<file path="config.mk">
export PLATFORM = sky130hd
export DESIGN_NAME = memory_stage_flat
export DESIGN_NICKNAME = d
export VERILOG_FILES = /design/src/rtl/memory_stage_if.sv /design/src/rtl/memory_stage.sv /design/src/flat_wrapper.sv
export SDC_FILE = /design/constraint.sdc
export NUM_CORES = 1
export LEC_CHECK = 0
export ABC_AREA = 1
export CELL_PAD_IN_SITES_DETAIL_PLACEMENT = 0
export CELL_PAD_IN_SITES_GLOBAL_PLACEMENT = 1
export CORE_MARGIN = 1.5
export CORE_UTILIZATION = 33
export CTS_BUF_LIST = sky130_fd_sc_hd__clkbuf_8
export CTS_CLUSTER_DIAMETER = 100
export DETAILED_ROUTE_END_ITERATION = 8
export PLACE_DENSITY_LB_ADDON = 0.1
export REMOVE_ABC_BUFFERS = 1
export SYNTH_ARGS = -nofsm -noshare
export SYNTH_HDL_FRONTEND = slang
export SYNTH_SLANG_ARGS = --single-unit
</file>
<file path="constraint.sdc">
create_clock -name clk -period 4.4 [get_ports clk]
set_clock_uncertainty 0.2 [all_clocks]
set_input_delay 0.66 -clock clk [delete_from_list [all_inputs] [get_ports clk]]
set_output_delay 0.66 -clock clk [all_outputs]
set_load 0.05 [all_outputs]
</file>
<file path="src/rtl/memory_stage_if.sv">
// Data-memory port of the M stage: registered request side plus read data / ack return.
interface memory_stage_if #(
  parameter int ADDR_W = 19
);
  logic              mem_req;
  logic              mem_we;
  logic [ADDR_W-1:0] mem_addr;
  logic [18:0]       mem_wdata;
  logic              mem_bytemask;
  logic [18:0]       mem_rdata;
  logic              mem_ack;

  modport master (
    output mem_req, mem_we, mem_addr, mem_wdata, mem_bytemask,
    input  mem_rdata, mem_ack
  );

  modport slave (
    input  mem_req, mem_we, mem_addr, mem_wdata, mem_bytemask,
    output mem_rdata, mem_ack
  );
endinterface

</file>
<file path="src/rtl/memory_stage.sv">
// Memory stage of the 19-bit pipeline: req/ack data access with stall, timeout watchdog
// and the M/W pipeline register.
module memory_stage #(
  parameter int ADDR_W  = 19,
  parameter int TIMEOUT = 255
) (
  input  logic                 clk,
  input  logic                 reset,
  input  logic                 RegWriteM,
  input  logic                 MemWriteM,
  input  logic                 ResultSrcM,
  input  logic [4:0]           RDM,
  input  logic [18:0]          WriteDataM,
  input  logic [18:0]          ALUResultM,
  input  logic                 Cant_ByteM,
  memory_stage_if.master       mem,
  output logic                 StallM,
  output logic                 mem_err,
  output logic                 RegWriteW,
  output logic                 ResultSrcW,
  output logic [4:0]           RDW,
  output logic [18:0]          ALUResultW,
  output logic [18:0]          ReadDataW
);

  localparam logic [7:0] TMO = 8'(TIMEOUT);

  typedef enum logic {IDLE, BUSY} state_t;

  state_t      state, state_n;
  logic        acc, ack, tmo, done;
  logic [7:0]  cnt;
  logic        lat_rw, lat_rs, lat_byte;
  logic [4:0]  lat_rd;
  logic [18:0] lat_alu;
  logic [18:0] load_data;

  always_comb begin
    acc     = MemWriteM | (ResultSrcM & RegWriteM);
    ack     = (state == BUSY) & mem.mem_ack;
    tmo     = (state == BUSY) & ~mem.mem_ack & (cnt == TMO);
    done    = ack | tmo;
    state_n = state;
    unique case (state)
      IDLE: if (acc)  state_n = BUSY;
      BUSY: if (done) state_n = IDLE;
    endcase
    // Gated by reset so the stall drops immediately even with an access still on the inputs.
    StallM = ~reset & (((state == IDLE) & acc) | ((state == BUSY) & ~done));
  end

  always_comb begin
    load_data = '0;
    if (!tmo && !mem.mem_we)
      load_data = lat_byte ? {11'b0, mem.mem_rdata[7:0]} : mem.mem_rdata;
  end

  always_ff @(posedge clk or posedge reset) begin
    if (reset) state <= IDLE;
    else       state <= state_n;
  end

  always_ff @(posedge clk or posedge reset) begin
    if (reset) begin
      mem.mem_req      <= 1'b0;
      mem.mem_we       <= 1'b0;
      mem.mem_addr     <= '0;
      mem.mem_wdata    <= '0;
      mem.mem_bytemask <= 1'b0;
      mem_err          <= 1'b0;
      cnt              <= '0;
      lat_rw           <= 1'b0;
      lat_rs           <= 1'b0;
      lat_byte         <= 1'b0;
      lat_rd           <= '0;
      lat_alu          <= '0;
      RegWriteW        <= 1'b0;
      ResultSrcW       <= 1'b0;
      RDW              <= '0;
      ALUResultW       <= '0;
      ReadDataW        <= '0;
    end else begin
      unique case (state)
        IDLE: begin
          if (acc) begin
            mem.mem_req      <= 1'b1;
            mem.mem_we       <= MemWriteM;
            mem.mem_addr     <= ALUResultM[ADDR_W-1:0];
            mem.mem_wdata    <= WriteDataM;
            mem.mem_bytemask <= Cant_ByteM & MemWriteM;
            lat_rw           <= RegWriteM;
            lat_rs           <= ResultSrcM;
            lat_rd           <= RDM;
            lat_alu          <= ALUResultM;
            lat_byte         <= Cant_ByteM;
            cnt              <= '0;
            RegWriteW        <= 1'b0;
            ResultSrcW       <= 1'b0;
            RDW              <= '0;
            ALUResultW       <= '0;
            ReadDataW        <= '0;
          end else begin
            RegWriteW  <= RegWriteM;
            ResultSrcW <= ResultSrcM;
            RDW        <= RDM;
            ALUResultW <= ALUResultM;
            ReadDataW  <= '0;
          end
        end
        BUSY: begin
          if (done) begin
            mem.mem_req <= 1'b0;
            RegWriteW   <= lat_rw;
            ResultSrcW  <= lat_rs;
            RDW         <= lat_rd;
            ALUResultW  <= lat_alu;
            ReadDataW   <= load_data;
            if (tmo) mem_err <= 1'b1;
          end else begin
            cnt        <= cnt + 8'd1;
            RegWriteW  <= 1'b0;
            ResultSrcW <= 1'b0;
            RDW        <= '0;
            ALUResultW <= '0;
            ReadDataW  <= '0;
          end
        end
      endcase
    end
  end

endmodule

</file>
<file path="src/flat_wrapper.sv">
// flat-port wrapper written by rule: the top's interface ports become plain ports
module memory_stage_flat 
#(
  parameter int ADDR_W  = 19,
  parameter int TIMEOUT = 255
)
  (clk, reset, RegWriteM, MemWriteM, ResultSrcM, RDM, WriteDataM, ALUResultM, Cant_ByteM, StallM, mem_err, RegWriteW, ResultSrcW, RDW, ALUResultW, ReadDataW, mem_mem_req, mem_mem_we, mem_mem_addr, mem_mem_wdata, mem_mem_bytemask, mem_mem_rdata, mem_mem_ack);
  memory_stage_if #(.ADDR_W(ADDR_W)) mem_i ();
  input  logic clk;
  input  logic reset;
  input  logic RegWriteM;
  input  logic MemWriteM;
  input  logic ResultSrcM;
  input  logic [4:0] RDM;
  input  logic [18:0] WriteDataM;
  input  logic [18:0] ALUResultM;
  input  logic Cant_ByteM;
  output logic StallM;
  output logic mem_err;
  output logic RegWriteW;
  output logic ResultSrcW;
  output logic [4:0] RDW;
  output logic [18:0] ALUResultW;
  output logic [18:0] ReadDataW;
  output wire logic [$bits(mem_i.mem_req)-1:0] mem_mem_req;
  output wire logic [$bits(mem_i.mem_we)-1:0] mem_mem_we;
  output wire logic [$bits(mem_i.mem_addr)-1:0] mem_mem_addr;
  output wire logic [$bits(mem_i.mem_wdata)-1:0] mem_mem_wdata;
  output wire logic [$bits(mem_i.mem_bytemask)-1:0] mem_mem_bytemask;
  input wire logic [$bits(mem_i.mem_rdata)-1:0] mem_mem_rdata;
  input wire logic [$bits(mem_i.mem_ack)-1:0] mem_mem_ack;
  assign mem_mem_req = mem_i.mem_req;
  assign mem_mem_we = mem_i.mem_we;
  assign mem_mem_addr = mem_i.mem_addr;
  assign mem_mem_wdata = mem_i.mem_wdata;
  assign mem_mem_bytemask = mem_i.mem_bytemask;
  assign mem_i.mem_rdata = mem_mem_rdata;
  assign mem_i.mem_ack = mem_mem_ack;
  memory_stage #(.ADDR_W(ADDR_W), .TIMEOUT(TIMEOUT)) u_core (.clk(clk), .reset(reset), .RegWriteM(RegWriteM), .MemWriteM(MemWriteM), .ResultSrcM(ResultSrcM), .RDM(RDM), .WriteDataM(WriteDataM), .ALUResultM(ALUResultM), .Cant_ByteM(Cant_ByteM), .mem(mem_i), .StallM(StallM), .mem_err(mem_err), .RegWriteW(RegWriteW), .ResultSrcW(ResultSrcW), .RDW(RDW), .ALUResultW(ALUResultW), .ReadDataW(ReadDataW));
endmodule
</file>
==> metrics.csv <==
metric;value;unit
post-synthesis adder-cell area fraction;0.2952;%
CTS tree;yes;
Clock Tree Root;clkbuf_8;
drt drc;0;
Rows;41;
core area;0.01257;mm2
worst endpoint data arrival time;2.33;ns
average wire per standard cell;12.95;um
Compound-Gate Fraction of Synth Area;1.092;%
maximum VDD drop;0.2571;mV
worst-case clock buffer depth;2;
Fin. Hold Viols;0;
power per cell area;529.1;mW/mm2
nets;709;
RSZ-0062 raised after global routing;no;
global-route wire length before repair;17150;um
antenna-violating nets left;0;
setup bufs post-CTS;0;
largest family of logic cells by synthesized area;simple AND/OR/NAND/NOR gates;
DIE HEIGHT;116.3;um
count of cell types in the netlist;25;
CTS Sinks;104;
Routed WL;10570;um
largest net degree at the start of global routing;65;
DR iter-0 viols;165;
maximum operating frequency;313.4;MHz
Port Buffers;156;
DR vias;3566;
Initial Util;33.73;%
iteration count of the initial detailed-routing pass;5;
Final setup viols;0;
Syn-to-layout area delta;45.40;%
# IOs;157;
DIE WIDTH;116.3;um
WHS;0.2654;ns
sequential share of the synthesized area;61.39;%
Post-CTS Resized;0;
clock latency on the worst-skew pair;0.38;ns
Simple-Gate Fraction of Synth Area;30.31;%
post-synthesis cell area;0.004239;mm2
Register Area;0.002603;mm2
Crit. End Element;output pin;
post-synthesis xor/xnor area fraction;0.4132;%
Period minus WS final;3.191;ns
TNS Setup;0;ns
Leak Pwr;0.003118;uW
combined area of the multi-input logic cells;0.001366;mm2
CTS Hold Bufs;0;
CP Launch Type;input pin;
Overflow after GRT;0;
Fill cells;1232;
type of the tightest min-delay check;reg -> reg;
total CTS buffers;9;
vias in the first global route;3553;
# diodes;0;
clk slew on worst S/H paths;0.10;ns
max_cap viols;0;
Critical Path RT;3.54;ns
outcome;finished clean;
max_slew headroom;38.17;%
detailed placer's ending HPWL;6992;um
mux cell area share after synthesis;0;%
GRT Util Overall;16.62;%
CP Class;in -> out;
layout cells sized above 1;5.745;%
gpl congestion;0.7367;
Final Cycle Share;72.52;%
H-tree depth;3;
Post-Syn Area per Cell;8.651;um2
Slew Viols, Final;0;
area of the die;0.01354;mm2
total power draw;3261;uW
Syn Inst Count;490;
initial antenna violation count;0;
crit-path max FO;11;
Seq cells post-synth;104;
Vias/cell;4.370;
Yosys Warn Count;0;
Tightest Pin Transition;0.9239;ns
## placed cells by master, fill, tap and decap left out, types with 2 or more instances in the layout
| master | count |
|---|---|
| clkdlybuf4s50_1 | 155 |
| nor2_1 | 26 |
| nand2_1 | 250 |
| buf_4 | 5 |
| clkbuf_8 | 11 |
| nor2_2 | 4 |
| inv_1 | 31 |
| bufinv_16 | 2 |
| inv_4 | 2 |
| clkinv_2 | 2 |
| dfrtp_1 | 104 |
| nand3_1 | 22 |
| nor2_4 | 2 |
| inv_2 | 3 |
| nand4_1 | 9 |
| o21ai_0 | 5 |
## area by class of cell
class / instances / share of cell area [%]
sequential: 104 / 42.23
clock buffer: 11 / 2.456
clock inverter: 5 / 1.279
inverter: 36 / 2.274
timing repair buffer: 161 / 26.11
multi-input combinational: 327 / 22.17
tap: 172 / 3.492
## worst max-delay path, stage by stage
cell and delay [ns]:
clkdlybuf4s50_1 0.58, inv_1 0.20, nand3_1 0.35, a21oi_1 0.36
buf_12 0.17
## layer usage
metal / global-route usage (%) / up-vias / part of all wire [%]
met4: 4.797 / 0 / 1.4
li1: - / 1773 / -
met1: 19.73 / 1681 / 42
met3: 7.265 / 12 / 8.2
met5: 0 / - / 0
met2: 27.53 / 100 / 48
## per-stage QoR
step	util, %	instance area (um2)	std cells	worst slack, ns
floorplan	-	4101	467	0.2847
global placement	47.21	5933	800	1.273
detailed placement	47.21	5933	800	1.236
CTS	49.04	6163	816	1.223
global route	49.04	6163	816	1.110
finish	49.04	6163	816	1.209
## power breakdown
part	total, uW	switching [uW]	internal, uW
Clock	677	327	351
Sequential	1260	121	1140
Combinational	1320	896	423
Total	3260	1340	1920
## sequential cells by signal (all words and copies together) (netlist names), 5 cells and up
name and count:
u_core.cnt 8, u_core.RDW 5, u_core.lat_alu 19, u_core.lat_rd 5, u_core.ALUResultW 19, u_core.mem.mem_wdata 19
u_core.ReadDataW 19
## final timing paths
| path | startpoint | end | slack [ns] | cells after the start |
|---|---|---|---|---|
| worst max-delay path | mem_mem_ack | StallM | 1.21 | 5 |
| worst min-delay path | u_core.lat_rw$_DFFE_PP0P_ | u_core.RegWriteW$_DFF_PP0_ | 0.27 | 2 |
| worst max register to register | u_core.state$_DFF_PP0_ | u_core.ReadDataW[13]$_DFF_PP0_ | 2.13 | 6 |
| worst min register to register | u_core.lat_rw$_DFFE_PP0P_ | u_core.RegWriteW$_DFF_PP0_ | 0.27 | 2 |
| max in group asynchronous | reset | u_core.lat_rw$_DFFE_PP0P_ | 2.57 | 3 |
| min in group asynchronous | reset | u_core.ReadDataW[4]$_DFF_PP0_ | 0.62 | 2 |
## logic make-up after synthesis
logic type,Yosys count
simple gates,317
flops,104
buf+inv,59
compound gates,7
xor+xnor,2
fa+ha+maj,1
## synth_stat cells, drive strengths merged
cell    count  area share [%]
nand3      23             2.8
dfrtp     104              61
nor2       32             3.3
o21ai       6            0.97
inv        36             3.2
nand3b      1            0.18
xnor2       1            0.21
xor2        1            0.21
clkbuf      4            0.35
ha          1            0.30
buf        19             2.9
nand4       9             1.3
nand2     251              22
a21oi       1            0.12
nor3        1            0.38
Power figures use the tool's default switching activity.
